--- src/rtl/mcu_debug_responder.sv ---
// mcu_debug_responder
//   MCU-side executor for debug controller commands. A single request is
//   accepted in IDLE and run against the core halt/reset controls, the
//   register-file debug port or the memory debug port. Progress is reported
//   on mcu_busy and read data is returned on d_out.
//
// Ports
//   clk, reset               clock, synchronous active-high reset
//   in_valid + request bits  one-hot command strobe (pause, mcu_reset, resume,
//                            rf_rd, rf_wr, mem_rd, mem_wr), addr / d_in operands
//   mcu_busy, d_out, err     status back to the controller
//   core_halt, core_idle,    core pipeline control
//   core_rst
//   rf_*                     register-file debug port (rdata combinational)
//   mem_*                    memory debug port (request held until mem_ack)
module mcu_debug_responder #(
  parameter int RST_CYCLES  = 4,
  parameter int MEM_TIMEOUT = 16
) (
  input  logic        clk,
  input  logic        reset,
  input  logic        in_valid,
  input  logic        pause,
  input  logic        mcu_reset,
  input  logic        resume,
  input  logic        rf_rd,
  input  logic        rf_wr,
  input  logic        mem_rd,
  input  logic        mem_wr,
  input  logic [31:0] addr,
  input  logic [31:0] d_in,
  output logic        mcu_busy,
  output logic [31:0] d_out,
  output logic        err,
  output logic        core_halt,
  input  logic        core_idle,
  output logic        core_rst,
  output logic [4:0]  rf_addr,
  output logic        rf_we,
  output logic [31:0] rf_wdata,
  input  logic [31:0] rf_rdata,
  output logic [31:0] mem_addr,
  output logic        mem_re,
  output logic        mem_we,
  output logic [31:0] mem_wdata,
  input  logic [31:0] mem_rdata,
  input  logic        mem_ack
);

  typedef enum logic [2:0] {S_IDLE, S_DRAIN, S_RST, S_RF, S_MEM, S_DONE} state_t;

  localparam logic [3:0] RST_LAST = 4'(RST_CYCLES - 1);
  localparam logic [7:0] TO_LAST  = 8'(MEM_TIMEOUT - 1);

  state_t      state;
  logic        paused;
  logic        op_wr;     // write flavour of the accepted rf/mem request
  logic [31:0] lat_addr;
  logic [31:0] lat_data;
  logic [7:0]  tcnt;
  logic [3:0]  rcnt;

  logic any_req, accept;
  assign any_req = pause | mcu_reset | resume | rf_rd | rf_wr | mem_rd | mem_wr;
  assign accept  = in_valid & (state == S_IDLE) & any_req;

  assign mcu_busy  = accept | (state != S_IDLE);
  assign core_halt = paused;

  // Port address/data only reflect the latched operands while that port is in
  // use, so rejected or unrelated requests leave both ports quiet.
  assign rf_addr   = (state == S_RF)  ? lat_addr[4:0] : 5'd0;
  assign rf_wdata  = (state == S_RF)  ? lat_data      : 32'd0;
  assign mem_addr  = (state == S_MEM) ? lat_addr      : 32'd0;
  assign mem_wdata = (state == S_MEM) ? lat_data      : 32'd0;

  always_ff @(posedge clk) begin
    if (reset) begin
      state    <= S_IDLE;
      paused   <= 1'b0;
      op_wr    <= 1'b0;
      lat_addr <= '0;
      lat_data <= '0;
      tcnt     <= '0;
      rcnt     <= '0;
      d_out    <= '0;
      err      <= 1'b0;
      core_rst <= 1'b0;
      rf_we    <= 1'b0;
      mem_re   <= 1'b0;
      mem_we   <= 1'b0;
    end else begin
      err <= 1'b0;
      case (state)
        S_IDLE: if (accept) begin
          lat_addr <= addr;
          lat_data <= d_in;
          // Priority: mcu_reset > pause > resume > mem_wr > mem_rd > rf_wr > rf_rd
          if (mcu_reset) begin
            core_rst <= 1'b1;
            rcnt     <= RST_LAST;
            state    <= S_RST;
          end else if (pause) begin
            paused <= 1'b1;
            state  <= paused ? S_DONE : S_DRAIN;
          end else if (resume) begin
            paused <= 1'b0;
            state  <= S_DONE;
          end else if (mem_wr | mem_rd) begin
            op_wr <= mem_wr;
            if (!paused || addr[1:0] != 2'b00) begin
              err   <= 1'b1;
              state <= S_DONE;
            end else begin
              mem_we <= mem_wr;
              mem_re <= ~mem_wr;
              tcnt   <= '0;
              state  <= S_MEM;
            end
          end else begin
            op_wr <= rf_wr;
            if (!paused) begin
              err   <= 1'b1;
              state <= S_DONE;
            end else begin
              // x0 is hardwired: the write completes but never strobes
              rf_we <= rf_wr & (addr[4:0] != 5'd0);
              state <= S_RF;
            end
          end
        end
        S_DRAIN: if (core_idle) state <= S_DONE;
        S_RST: begin
          if (rcnt == 4'd0) begin
            core_rst <= 1'b0;
            state    <= S_DONE;
          end else begin
            rcnt <= rcnt - 4'd1;
          end
        end
        S_RF: begin
          rf_we <= 1'b0;
          if (!op_wr) d_out <= rf_rdata;
          state <= S_DONE;
        end
        S_MEM: begin
          if (mem_ack) begin
            mem_re <= 1'b0;
            mem_we <= 1'b0;
            if (!op_wr) d_out <= mem_rdata;
            state <= S_DONE;
          end else if (tcnt == TO_LAST) begin
            mem_re <= 1'b0;
            mem_we <= 1'b0;
            err    <= 1'b1;
            state  <= S_DONE;
          end else begin
            tcnt <= tcnt + 8'd1;
          end
        end
        S_DONE:  state <= S_IDLE;
        default: state <= S_IDLE;
      endcase
    end
  end

endmodule

--- config.mk ---
export PLATFORM = sky130hd
export DESIGN_NAME = mcu_debug_responder
export DESIGN_NICKNAME = d
export VERILOG_FILES = /design/src/rtl/mcu_debug_responder.sv
export SDC_FILE = /design/constraint.sdc
export NUM_CORES = 1
export LEC_CHECK = 0
export BUFFER_PORTS_ARGS = -buffer_cell sky130_fd_sc_hd__clkbuf_2
export CAP_MARGIN = 5
export CORE_MARGIN = 10
export CORE_UTILIZATION = 40
export DETAILED_ROUTE_END_ITERATION = 10
export PLACE_DENSITY = 0.76
export SYNTH_ARGS = -nofsm -noshare
export SYNTH_HDL_FRONTEND = slang
export SYNTH_SLANG_ARGS = --single-unit
--- constraint.sdc ---
create_clock -name clk -period 2.18 [get_ports clk]
set_clock_uncertainty 0.1 [all_clocks]
set_input_delay 0.109 -clock clk [delete_from_list [all_inputs] [get_ports clk]]
set_output_delay 0.109 -clock clk [all_outputs]
set_load 0.05 [all_outputs]
==> results by group <==
Worst setup path
  – Capture point of the worst reg-to-reg path: op_wr$_SDFFE_PP0P_
  – CP Capture Point: op_wr$_SDFFE_PP0P_
  – Maximum fanout count along the critical path: 10
  – Launching element of the worst setup path: state[2]$_SDFFE_PP0P_
  – Worst setup EP type: register
  – Reg-to-Reg Start: state[2]$_SDFFE_PP0P_
  – Required time of the worst setup path: between 2 and 2.5 ns
  – Setup slack, reg-to-reg: -0.04 ns
  – Arrival @ worst endpoint: approximately 2.5 ns
  – Path depth of the worst reg2reg path: 6
  – Critical path launch point type: register
  – CP Class: reg -> reg

Timing
  – Worst-case headroom to the max-slew limit: between 60% and 70%
  – Pins over their slew limit: 0
  – Period utilisation layout: 101.7%
  – Hold slack final: about 0.053 ns
  – Finish-stage setup viols: 1
  – Slew at the pin with the worst max-slew slack: between 0.5 and 0.6 ns
  – Peak Freq: approximately 450 MHz
  – Final critical path time including I/O delays and setup: roughly 2.2 ns
  – Final-report hold violation count: 0
  – Worst Setup Slack, final: -0.03786 ns

Detailed routing
  – Average vias per placed instance: 5.344
  – Total Routed Length: about 27,000 µm
  – Residual antenna-violating net count after detailed routing: 0
  – Wire length per cell after detailed routing: approximately 20 µm
  – Via count: roughly 7,000
  – 1st-pass router iterations: 5
  – DRC violations left: 0
  – Detailed router's first-iteration violation count: 429

GRT
  – Pin count of the biggest net entering global routing: 66
  – GRT Util Overall: 25.58%
  – Vias in the first global route: between 7,000 and 8,000
  – Initial antenna violation count: 0
  – Leftover overflow at the end of global routing: 0
  – Wire length of the first global-routing pass: roughly 40,000 µm

Power
  – Switching power of the nets: ~4300 µW
  – Clock group share of total power: between 20% and 30%
  – Total power per unit cell area: 1002 nW/µm²
  – Leak Pwr: between 0.004 and 0.005 µW
  – Power share of the combinational group: a little over two fifths
  – Total power after layout: around 11,000 µW
  – Internal portion of total power: just over 6000 µW
  – Fraction of power spent switching nets: around two fifths
  – Share of power burned in registers: between 20% and 30%
  – VDD IR-drop max: just over 0.0006 V

Logic synthesis
  – Asr flop ratio synth: 0%
  – Post-synthesis cell count: roughly 730
  – Library cells used by synthesis: 51
  – Post-synthesis net count: about 870
  – Synth Cell Area: 5713 µm²
  – Area share of the largest cell type after synthesis: 41.35%
  – Sequential cell area fraction in the yosys report: 41.35%
  – Synthesized flop and latch total: 118
  – Number of enable-type register cells in the synthesized netlist: 0
  – Synthesis warning total: 0
  – Avg Cell Area, Syn: 7.837 µm²
  – Main synth FF type: dfxtp_1
  – Largest area contributor in the synthesized netlist: dfxtp_1
  – Cells taking the most area after synthesis: dfxtp_1, nand2_1, and2_1

Layout
  – Final Non-Filler Cells: roughly 1,300
  – Area added between synthesis and finish: 84.65%
  – Fin nets: roughly 1,300
  – Share of post-route cells with drive strength above 1: between 30 and 40%
  – Final design utilization: about three quarters
  – Antenna cell count: 0
  – Design area: approximately 11,000 µm²

Floorplanning
  – Full die area: between 15,000 and 20,000 µm²
  – Core Region: between 10,000 and 15,000 µm²
  – Die outline width: about 140 µm
  – Height of the chip: between 100 and 150 µm
  – Starting Density: approximately two fifths
  – IO Pins: 280
  – Row cnt: 43

Job
  – Max-capacitance violation count: 0

Clock tree
  – Cts bufs inserted: 17
  – Worst-path clk slew: around 0.060 ns
  – Number of H-tree branching levels: 4
  – CTS tree: built
  – Longest Clk Path Bufs: 2
  – Clock root buffer: clkbuf_16
  – Source-to-sink clock delay at the later pin of the worst-skew pair: between 0.4 and 0.5 ns
  – Sinks on the clock net: about 120

Run status
  – Violated checks: setup timing
  – Result of the run: finished with violations

Place
  – Post-Place Cells: 1,148
  – Placed cell areas: 8436 µm²
  – Routability Congestion: between 0.8 and 0.9
  – Number of buffer cells added on primary ports: between 200 and 300
  – DP HPWL: roughly 15,000 µm

Hold path
  – Type of the tightest min-delay check: in -> reg
## cell families after synthesis
group	after synthesis	synth area share [%]
xor gates and xnor gates	2	0.3067
AOI/OAI and AO/OA	145	17.78
muxes	4	0.7009
and+or+nand+nor	391	33.47
buffers and inverters	66	5.738
DFF	118	41.35
adders and majority gates	3	0.6571
## power by group through the flow
stage | Sequential, µW | Combinational [µW] | Clock [µW]
final | 2950 | 4510 | 3110
after global routing | 2990 | 4770 | 3240
after CTS | 2900 | 4180 | 3140
after detailed placement | 2940 | 3950 | 0
after global placement | 2920 | 3890 | 0
after floorplan | 3380 | 2340 | 0
## area by class of cell
class,instances,area [µm²]
clock inverters,13,202.7
clock buffers,19,442.9
repair buffers,437,4209
fillers,813,3386
inverters,10,37.54
multi-input cells,545,3060
flip-flops and latches,118,2371
well taps,180,225.2
## worst min path at each step
stage          depth (start not counted)      from                   endpoint  slack [ns]
2_1_floorplan                          2  addr[10]  lat_addr[10]$_SDFFE_PP0P_        0.14
3_3_place_gp                           3   d_in[2]   lat_data[2]$_SDFFE_PP0P_        0.23
3_5_place_dp                           3  d_in[19]  lat_data[19]$_SDFFE_PP0P_        0.24
4_1_cts                                3  in_valid      core_rst$_SDFFE_PP0P_        0.02
5_1_grt                                3  in_valid      core_rst$_SDFFE_PP0P_        0.07
6_report                               4   mem_ack       tcnt[3]$_SDFFE_PP0P_        0.05
## metrics by stage
step	worst slack [ns]	setup TNS, ns
after floorplan	0.3066	0
after global placement	0.2934	0
after detailed placement	0.1787	0
after CTS	0.01710	0
after global routing	-0.07595	-0.07595
final	-0.03786	-0.03786
## synth_stat cells (2+ instances only)
| cell | count |
|---|---|
| nand2_1 | 192 |
| dfxtp_1 | 118 |
| and2_1 | 102 |
| a21oi_1 | 59 |
| nor2_1 | 47 |
| a311oi_1 | 36 |
| clkbuf_1 | 34 |
| a21oi_2 | 20 |
| buf_2 | 10 |
| inv_1 | 10 |
| nand2_2 | 10 |
| nand3_1 | 8 |
| buf_4 | 6 |
| buf_6 | 6 |
| a31oi_1 | 5 |
| nor3_1 | 5 |
| a211oi_1 | 4 |
| mux2i_1 | 4 |
| o21ai_0 | 4 |
| and3_1 | 3 |
| ha_1 | 3 |
| nor2b_1 | 3 |
| o211a_1 | 3 |
| o21ai_1 | 3 |
| nand2b_1 | 2 |
| nor3_2 | 2 |
| nor4b_2 | 2 |
| o21a_1 | 2 |
| or3_1 | 2 |
| or4_4 | 2 |
| xor2_1 | 2 |
## routing by layer
metal | wire (µm) | GRT usage, %
met5 | 0 | 0
met4 | 734 | 8.127
met3 | 3053 | 11.43
met2 | 12650 | 43.11
met1 | 10090 | 28.15
## layout by cell type (no fill, tap or decap), types with 2 or more instances in the layout
| cell | netlist | routed |
|---|---|---|
| a31oi_1 | 5 | 5 |
| nor2b_1 | 3 | 3 |
| o21a_1 | 2 | 2 |
| nor3_2 | 2 | 2 |
| a311oi_1 | 36 | 36 |
| o211a_1 | 3 | 3 |
| clkinvlp_4 | 0 | 2 |
| buf_12 | 0 | 84 |
| a21oi_1 | 59 | 58 |
| dlygate4sd3_1 | 0 | 136 |
| clkbuf_2 | 0 | 196 |
| dfxtp_4 | 0 | 2 |
| bufinv_16 | 0 | 5 |
| buf_4 | 6 | 15 |
| o21ai_1 | 3 | 3 |
| nand2_2 | 10 | 11 |
| and2_1 | 102 | 102 |
| or3_1 | 2 | 2 |
| nand2_1 | 192 | 191 |
| mux2i_1 | 4 | 4 |
| inv_1 | 10 | 10 |
| nor3_1 | 5 | 5 |
| ha_1 | 3 | 3 |
| a21oi_2 | 20 | 20 |
| o21ai_0 | 4 | 4 |
| and3_1 | 3 | 3 |
| clkbuf_16 | 0 | 19 |
| clkinv_2 | 0 | 4 |
| xor2_1 | 2 | 2 |
| nand3_1 | 8 | 8 |
| buf_2 | 10 | 3 |
| dfxtp_1 | 118 | 115 |
| a211oi_1 | 4 | 4 |
| nand2b_1 | 2 | 2 |
| or4_4 | 2 | 2 |
| nor2_1 | 47 | 46 |
## registers in the layout, summed over array words and instances, names as in the netlist
register / flops
core_halt: 1
lat_addr: 32
tcnt: 8
rcnt: 4
core_rst: 1
mem_re: 1
op_wr: 1
state: 3
lat_data: 32
err: 1
mem_we: 1
d_out: 32
rf_we: 1
## worst max-delay path, cell delays in order, from the launching register on
cell and delay, ns:
dfxtp_2 0.37, nor3_4 0.23, nand2_2 0.14, nor4b_4 0.31
nor2_1 0.11, a211oi_1 0.27, dlygate4sd3_1 0.61
## repair_timing
item                                    in CTS  in global routing
hold endpoints to repair                   100                  0
hold buffers                               136                  0
pin swaps                                    0                  1
resized for setup                            4                 10
endpoints found under the setup margin      59                 53
buffers inserted                             0                  4
cloned                                       0                  2
No activity file was read; power rests on OpenSTA's default activity.
